===== config.mk =====
export PLATFORM = sky130hd
export DESIGN_NAME = thumb_fetch
export DESIGN_NICKNAME = d
export VERILOG_FILES = /design/src/rtl/thumb_fetch.sv
export SDC_FILE = /design/constraint.sdc
export NUM_CORES = 1
export LEC_CHECK = 0
export ABC_CLOCK_PERIOD_IN_PS = 5800
export CORE_ASPECT_RATIO = 1.2
export CORE_MARGIN = 2
export CORE_UTILIZATION = 49
export DETAILED_ROUTE_END_ITERATION = 7
export DONT_BUFFER_PORTS = 1
export REMOVE_ABC_BUFFERS = 1
export SLEW_MARGIN = 20
export SYNTH_ARGS = -nofsm -noshare
export SYNTH_HDL_FRONTEND = slang
export SYNTH_SLANG_ARGS = --single-unit

===== constraint.sdc =====
create_clock -name i_clock -period 5.8 [get_ports i_clock]
set_clock_uncertainty 0.05 [all_clocks]
set_input_delay 1.74 -clock i_clock [delete_from_list [all_inputs] [get_ports i_clock]]
set_output_delay 1.74 -clock i_clock [all_outputs]
set_load 0.005 [all_outputs]

===== src/rtl/thumb_fetch.sv =====
// Thumb fetch stage: reads 32-bit words, presents 16-bit instructions over valid/ready.
// Optional FETCH_HALFWORD_REUSE_EN serves upper halfwords straight from the word buffer.
module thumb_fetch #(
  parameter logic [31:0] RESET_PC = 32'h0000_0000
) (
  input  logic        i_clock,
  input  logic        i_reset,
  output logic        o_mem_req,
  output logic [9:0]  o_mem_addr,
  input  logic [31:0] i_mem_rdata,
  output logic        o_inst_valid,
  input  logic        i_inst_ready,
  output logic [15:0] o_inst,
  output logic [31:0] o_inst_pc,
  input  logic        i_redirect_valid,
  input  logic [31:0] i_redirect_pc
);

  typedef enum logic [1:0] {FETCH, WAIT, OUT} state_t;

  state_t      r_state, w_state_nxt;
  logic [31:0] r_fetch_pc;
  logic [15:0] r_inst;
  logic [31:0] r_inst_pc;
  logic [31:0] w_pc_inc;
  logic [15:0] w_buf_hi;
  logic        w_load_mem, w_load_buf, w_reuse;
  logic        w_unused;

  assign w_pc_inc     = r_fetch_pc + 32'd2;
  assign w_unused     = i_redirect_pc[0];
  assign o_mem_addr   = r_fetch_pc[11:2];
  assign o_inst_valid = (r_state == OUT);
  assign o_inst       = r_inst;
  assign o_inst_pc    = r_inst_pc;

`ifdef FETCH_HALFWORD_REUSE_EN
  logic [31:0] r_buf_word;
  logic        r_buf_valid;

  // An odd halfword pc means its word was the last one captured.
  assign w_reuse  = r_fetch_pc[1] & r_buf_valid;
  assign w_buf_hi = r_buf_word[31:16];

  always_ff @(posedge i_clock) begin
    if (i_reset) begin
      r_buf_word  <= 32'h0;
      r_buf_valid <= 1'b0;
    end else if (i_redirect_valid) begin
      r_buf_valid <= 1'b0;
    end else if (w_load_mem) begin
      r_buf_word  <= i_mem_rdata;
      r_buf_valid <= 1'b1;
    end
  end
`else
  assign w_reuse  = 1'b0;
  assign w_buf_hi = 16'h0;
`endif

  always_ff @(posedge i_clock) begin
    if (i_reset) r_state <= FETCH;
    else         r_state <= w_state_nxt;
  end

  always_comb begin
    w_state_nxt = r_state;
    o_mem_req   = 1'b0;
    w_load_mem  = 1'b0;
    w_load_buf  = 1'b0;
    if (i_redirect_valid) begin
      w_state_nxt = FETCH;
    end else begin
      case (r_state)
        FETCH: begin
          o_mem_req   = 1'b1;
          w_state_nxt = WAIT;
        end
        WAIT: begin
          w_load_mem  = 1'b1;
          w_state_nxt = OUT;
        end
        OUT: begin
          if (i_inst_ready) begin
            if (w_reuse) begin
              w_load_buf = 1'b1;
            end else begin
              o_mem_req   = 1'b1;
              w_state_nxt = WAIT;
            end
          end
        end
        default: w_state_nxt = FETCH;
      endcase
    end
    // Reset must not leak a request from whatever state is still registered.
    if (i_reset) o_mem_req = 1'b0;
  end

  always_ff @(posedge i_clock) begin
    if (i_reset) begin
      r_fetch_pc <= {RESET_PC[31:1], 1'b0};
      r_inst     <= 16'h0;
      r_inst_pc  <= 32'h0;
    end else if (i_redirect_valid) begin
      r_fetch_pc <= {i_redirect_pc[31:1], 1'b0};
    end else if (w_load_mem) begin
      r_inst     <= r_fetch_pc[1] ? i_mem_rdata[31:16] : i_mem_rdata[15:0];
      r_inst_pc  <= r_fetch_pc;
      r_fetch_pc <= w_pc_inc;
    end else if (w_load_buf) begin
      r_inst     <= w_buf_hi;
      r_inst_pc  <= r_fetch_pc;
      r_fetch_pc <= w_pc_inc;
    end
  end

endmodule


Word level (Yosys, flattened, before mapping)

Index checks and enable logic that the tools add are counted.

Bitwise operators: 1
Reductions and logical operators: 4
Muxes and demuxes: 13
Eq/ne operators: 3
Add/subtract/negate cells: 1

Operator list:

| kind                    | count |
|---|---|
| $mux W32                | 3 |
| $add A32 B2 Y32 const B | 1 |
| $mux W16                | 2 |
| $pmux W2 S3             | 1 |
| $mux W1                 | 5 |
| $eq A2 B1 Y1 const B    | 1 |
| $eq A2 B2 Y1 const B    | 1 |
| $logic_not A2 Y1        | 1 |
| $mux W2                 | 1 |
| $ne A2 B1 Y1 const B    | 1 |
| $pmux W1 S2             | 1 |
| $reduce_and A2 Y1       | 1 |
| $reduce_bool A2 Y1      | 1 |
| $reduce_or A2 Y1        | 1 |
| $not A1 Y1              | 1 |

Output and inout bits: 60
Flip-flop bits (word level): 82
Word-level logic and storage cells: 27

Logic depth before layout (Yosys ltp)

Word-level depth: 5
Mapped depth: 6

Least setup slack after synthesis

Ideal clock, no wire load.

Path type: input port to output port
Start: input port i_redirect_valid
End: output port o_mem_req
Data arrival time: 2.584 ns
Stages on the path: 4
Setup slack: 1.426 ns
Buffers on the path: 3
Required time: 4.010 ns
Cell sequence: clkbuf_8 > clkbuf_1 > buf_1 > nor4_1

Word-level cells in the longest chain between the ends: 2

RTL lines:

| element            | line | source |
|---|---|---|
| start: declaration | 15   | `input logic i_redirect_valid,` |
| $mux W1            | 71   | `if (i_redirect_valid) begin` |
| $mux W1            | 97   | `if (i_reset) o_mem_req = 1'b0;` |
| end: declaration   | 8    | `output logic o_mem_req,` |

No other way between the ends.

Final worst setup path

Start: input port i_reset
End: output port o_mem_req

Word-level cells in the longest chain between the ends: 1

RTL lines:

| element            | line | source |
|---|---|---|
| start: declaration | 7    | `input logic i_reset,` |
| $mux W1            | 97   |  |

No other way between the ends.

==> results_dict.tcl <==
set metrics [dict create \
    min-delay-path-class "flip-flop to flip-flop" \
    synth_xor_xnor_area_share_pct 2.50 \
    cts_buffers 9 \
    wl_met2_microns 4320 \
    grt.total_usage_pct 21.3 \
    synth-main-ff-cell "dfxtp_1" \
    post_cts_buffers 0 \
    coreArea_sq_mm 0.00766 \
    routed_wirelength_microns 9040 \
    dr.pass1.iters 4 \
    yosys.cell_types.count 51 \
    ys_seq_elements 80 \
    synth_common_cells "83 x nand2_1, 80 x dfxtp_1, 41 x nor2_1" \
    dr_wl_met3_microns 624 \
    vias_per_cell 5.92 \
    synth_area_sq_mm 0.00385 \
    worstSetupStartpointType "primary input" \
    area_growth_pct 1.72 \
    cts_sinks 80 \
    r2r-start "r_fetch_pc[1]$_SDFFE_PP0P_" \
    synth.avg_cell_area_sq_um 8.14 \
    grt_max_degree 88 \
    rsz0062_at_grt "false" \
    yosysMostFrequentCell "nand2_1" \
    period_share_pct 67.4 \
    leakagePower_nw 1.27 \
    die_h_microns 101 \
    synth_fa_ha_area_share_pct 0.325 \
    hold_ws_ns 0.418 \
    grt_pass1_wl_microns 14800 \
    cp.depth 1 \
    yosysSeqAreaShare_pct 41.6 \
    drc 0 \
    critical_path.startpoint "i_reset" \
    cts_buffer_depth 2 \
    port_buffers 0 \
    fin_tns_setup_ns 0 \
    wl_met1_microns 3970 \
    dieArea_sq_mm 0.00859 \
    drt_iter0_drc 79 \
    die_w_microns 84.9 \
    synth_edf_count 0 \
    crit_type "primary input to output pin" \
    worstPathArrival_ns 2.12 \
    worst_pin_slew_ns 1.04 \
    cap_violations 0 \
    hold_buffers 0 \
    clk_latency_ns 0.35 \
    rows 35 \
    synth_top_area_share_pct 41.6 \
    dp_hpwl_microns 5800 \
    initial_core_util_pct 50.3 \
    cp_num_buf_inv 0 \
    ir_drop_mv 0.147 \
    drive_gt1_share_pct 6.82 \
    antenna_cells 0 \
    path_cells "nor4_1" \
    crit_path_end_kind "output pin" \
    vias 3147 \
    critPathMaxStageDelay_ns 0.35 \
    ios 128 \
    layout_min_cycle_time_ns 3.91 \
    top_layer "met4" \
    grt_overflow_total 0 \
    finalMaxSlewViolations 0 \
    dp.cells 516 \
    relSlewSlack_pct 30.3 \
    synthSimpleGateAreaFrac_pct 25.3 \
    antenna_found_initial 0 \
    synth_area_leaders "dfxtp_1 42%, nand2_1 8.1%, a211oi_1 5.5%" \
    worstSetupEndpoint "o_mem_req" \
    grt_pass1_vias 3026 \
    finalHoldViolCount 0 \
    status "completed" \
    synth_top_family_by_area "simple AND/OR/NAND/NOR gates" \
    crit_family "simple AND/OR/NAND/NOR gates" \
    cts_tree "yes" \
    final_cells 532 \
    crit_path_top_delay_cell "nor4_1" \
    synth.yosys.warnings 0 \
    num-nets-final 504 \
    pwr_density_cell_mw_per_mm2 283 \
    synth_largest_area_cell "dfxtp_1" \
    detail-route-antenna-nets 0 \
    wire_per_inst_microns 17.0 \
    rrSetupSlack_ns 2.65 \
    crit_fanout 87 \
    synthCells 473 \
    cts_max_level 3 \
    synth_compound_area_share_pct 17.7 \
    place_congestion 0.754 \
    async_reset_ff_share_pct 0 \
    rr_worst_depth 5 \
    cts.clk_slew.worst_paths_ns 0.08 \
    r2r_end "r_fetch_pc[23]$_SDFFE_PP0P_" \
    setup-violations-final 0 \
    ctsResizeCount 0 \
    root_buffer "clkbuf_8" \
    crit_required_ns 4.01 \
    synth_mux_area_share_pct 4.16 \
    fmax_ghz 0.256 \
]
[layout by cell type (no fill, tap or decap), types with 5 or more instances in the layout]
cell       n
a211oi_1  28
nor2_1    40
mux2i_1   16
clkbuf_8  11
xor2_1     8
nand2_1   83
o31ai_1    5
or3_1      8
nor4_1     9
or4_1      6
a311oi_1   8
dfxtp_1   80
a21oi_1   37
nand4_1   10
nand3_1   13
inv_1     11
[cell families (layout without fill, tap and decap cells)]
kind of cell	Yosys count	count (layout)
XOR/XNOR	11	11
buffers and inverters	62	29
flip-flops	80	80
adder cells (fa/ha/maj)	1	1
AO/OA/AOI/OAI	101	101
other	1	1
AND/OR/NAND/NOR	201	201
multiplexers	16	16
[worst register-to-register path, delay by kind of cell, from the launching register on]
| family | cells | cell delay (ns) |
|---|---|---|
| fa+ha+maj | 1 | 0.46 |
| simple gates | 2 | 0.66 |
| compound gates | 2 | 0.84 |
| flops | 1 | 1.02 |
[through the flow]
step | utilization [%] | area (sq um) | setup slack [ns] | total power, mW
after floorplan | - | 3570 | 1.63 | 0.674
after global placement | 48.4 | 3710 | 1.89 | 0.694
after detailed placement | 48.4 | 3710 | 1.88 | 0.697
after CTS | 51.1 | 3920 | 1.88 | 1.12
after global routing | 51.1 | 3920 | 1.89 | 1.16
final | 51.1 | 3920 | 1.89 | 1.11
[sequential cells by signal, indices dropped and copies added, names as in the netlist]
| name | count |
|---|---|
| r_fetch_pc | 31 |
| r_state | 2 |
| o_inst | 16 |
| o_inst_pc | 31 |
[worst min-delay path by stage]
stage          cells after the start                        start  slack (ns)                    endpoint
3_5_place_dp                       2   o_inst_pc[29]$_SDFFE_PP0P_        0.41  o_inst_pc[29]$_SDFFE_PP0P_
4_1_cts                            2   o_inst_pc[29]$_SDFFE_PP0P_        0.42  o_inst_pc[29]$_SDFFE_PP0P_
5_1_grt                            2   o_inst_pc[22]$_SDFFE_PP0P_        0.44  o_inst_pc[22]$_SDFFE_PP0P_
3_3_place_gp                       2  r_fetch_pc[31]$_SDFFE_PP0P_        0.40  o_inst_pc[31]$_SDFFE_PP0P_
2_1_floorplan                      2  r_fetch_pc[31]$_SDFFE_PP0P_        0.39  o_inst_pc[31]$_SDFFE_PP0P_
6_report                           2   o_inst_pc[27]$_SDFFE_PP0P_        0.42  o_inst_pc[27]$_SDFFE_PP0P_
[where the power goes]
group | switching [mW] | total [mW] | internal, mW
clock | 0.204 | 0.425 | 0.221
combinational | 0.0367 | 0.0720 | 0.0353
sequential | 0.0372 | 0.611 | 0.574
total | 0.278 | 1.11 | 0.830
[area by class of cell]
cell class | instances | area, sq um
flip-flops and latches | 80 | 1600
clock buffers | 11 | 151
fillers | 778 | 3750
well taps | 92 | 115
inverters | 11 | 41.3
clock inverters | 5 | 55.1
multi-input cells | 331 | 1940
repair buffers | 2 | 15.0
[layer usage]
layer  vias to the layer above  global-route usage [%]
li1                       1589                       -
met1                      1448                    26.3
met2                        99                    35.1
met3                        11                    6.63
met4                         0                    7.94
met5                         -                       0
(Power assumes the default switching activity.)
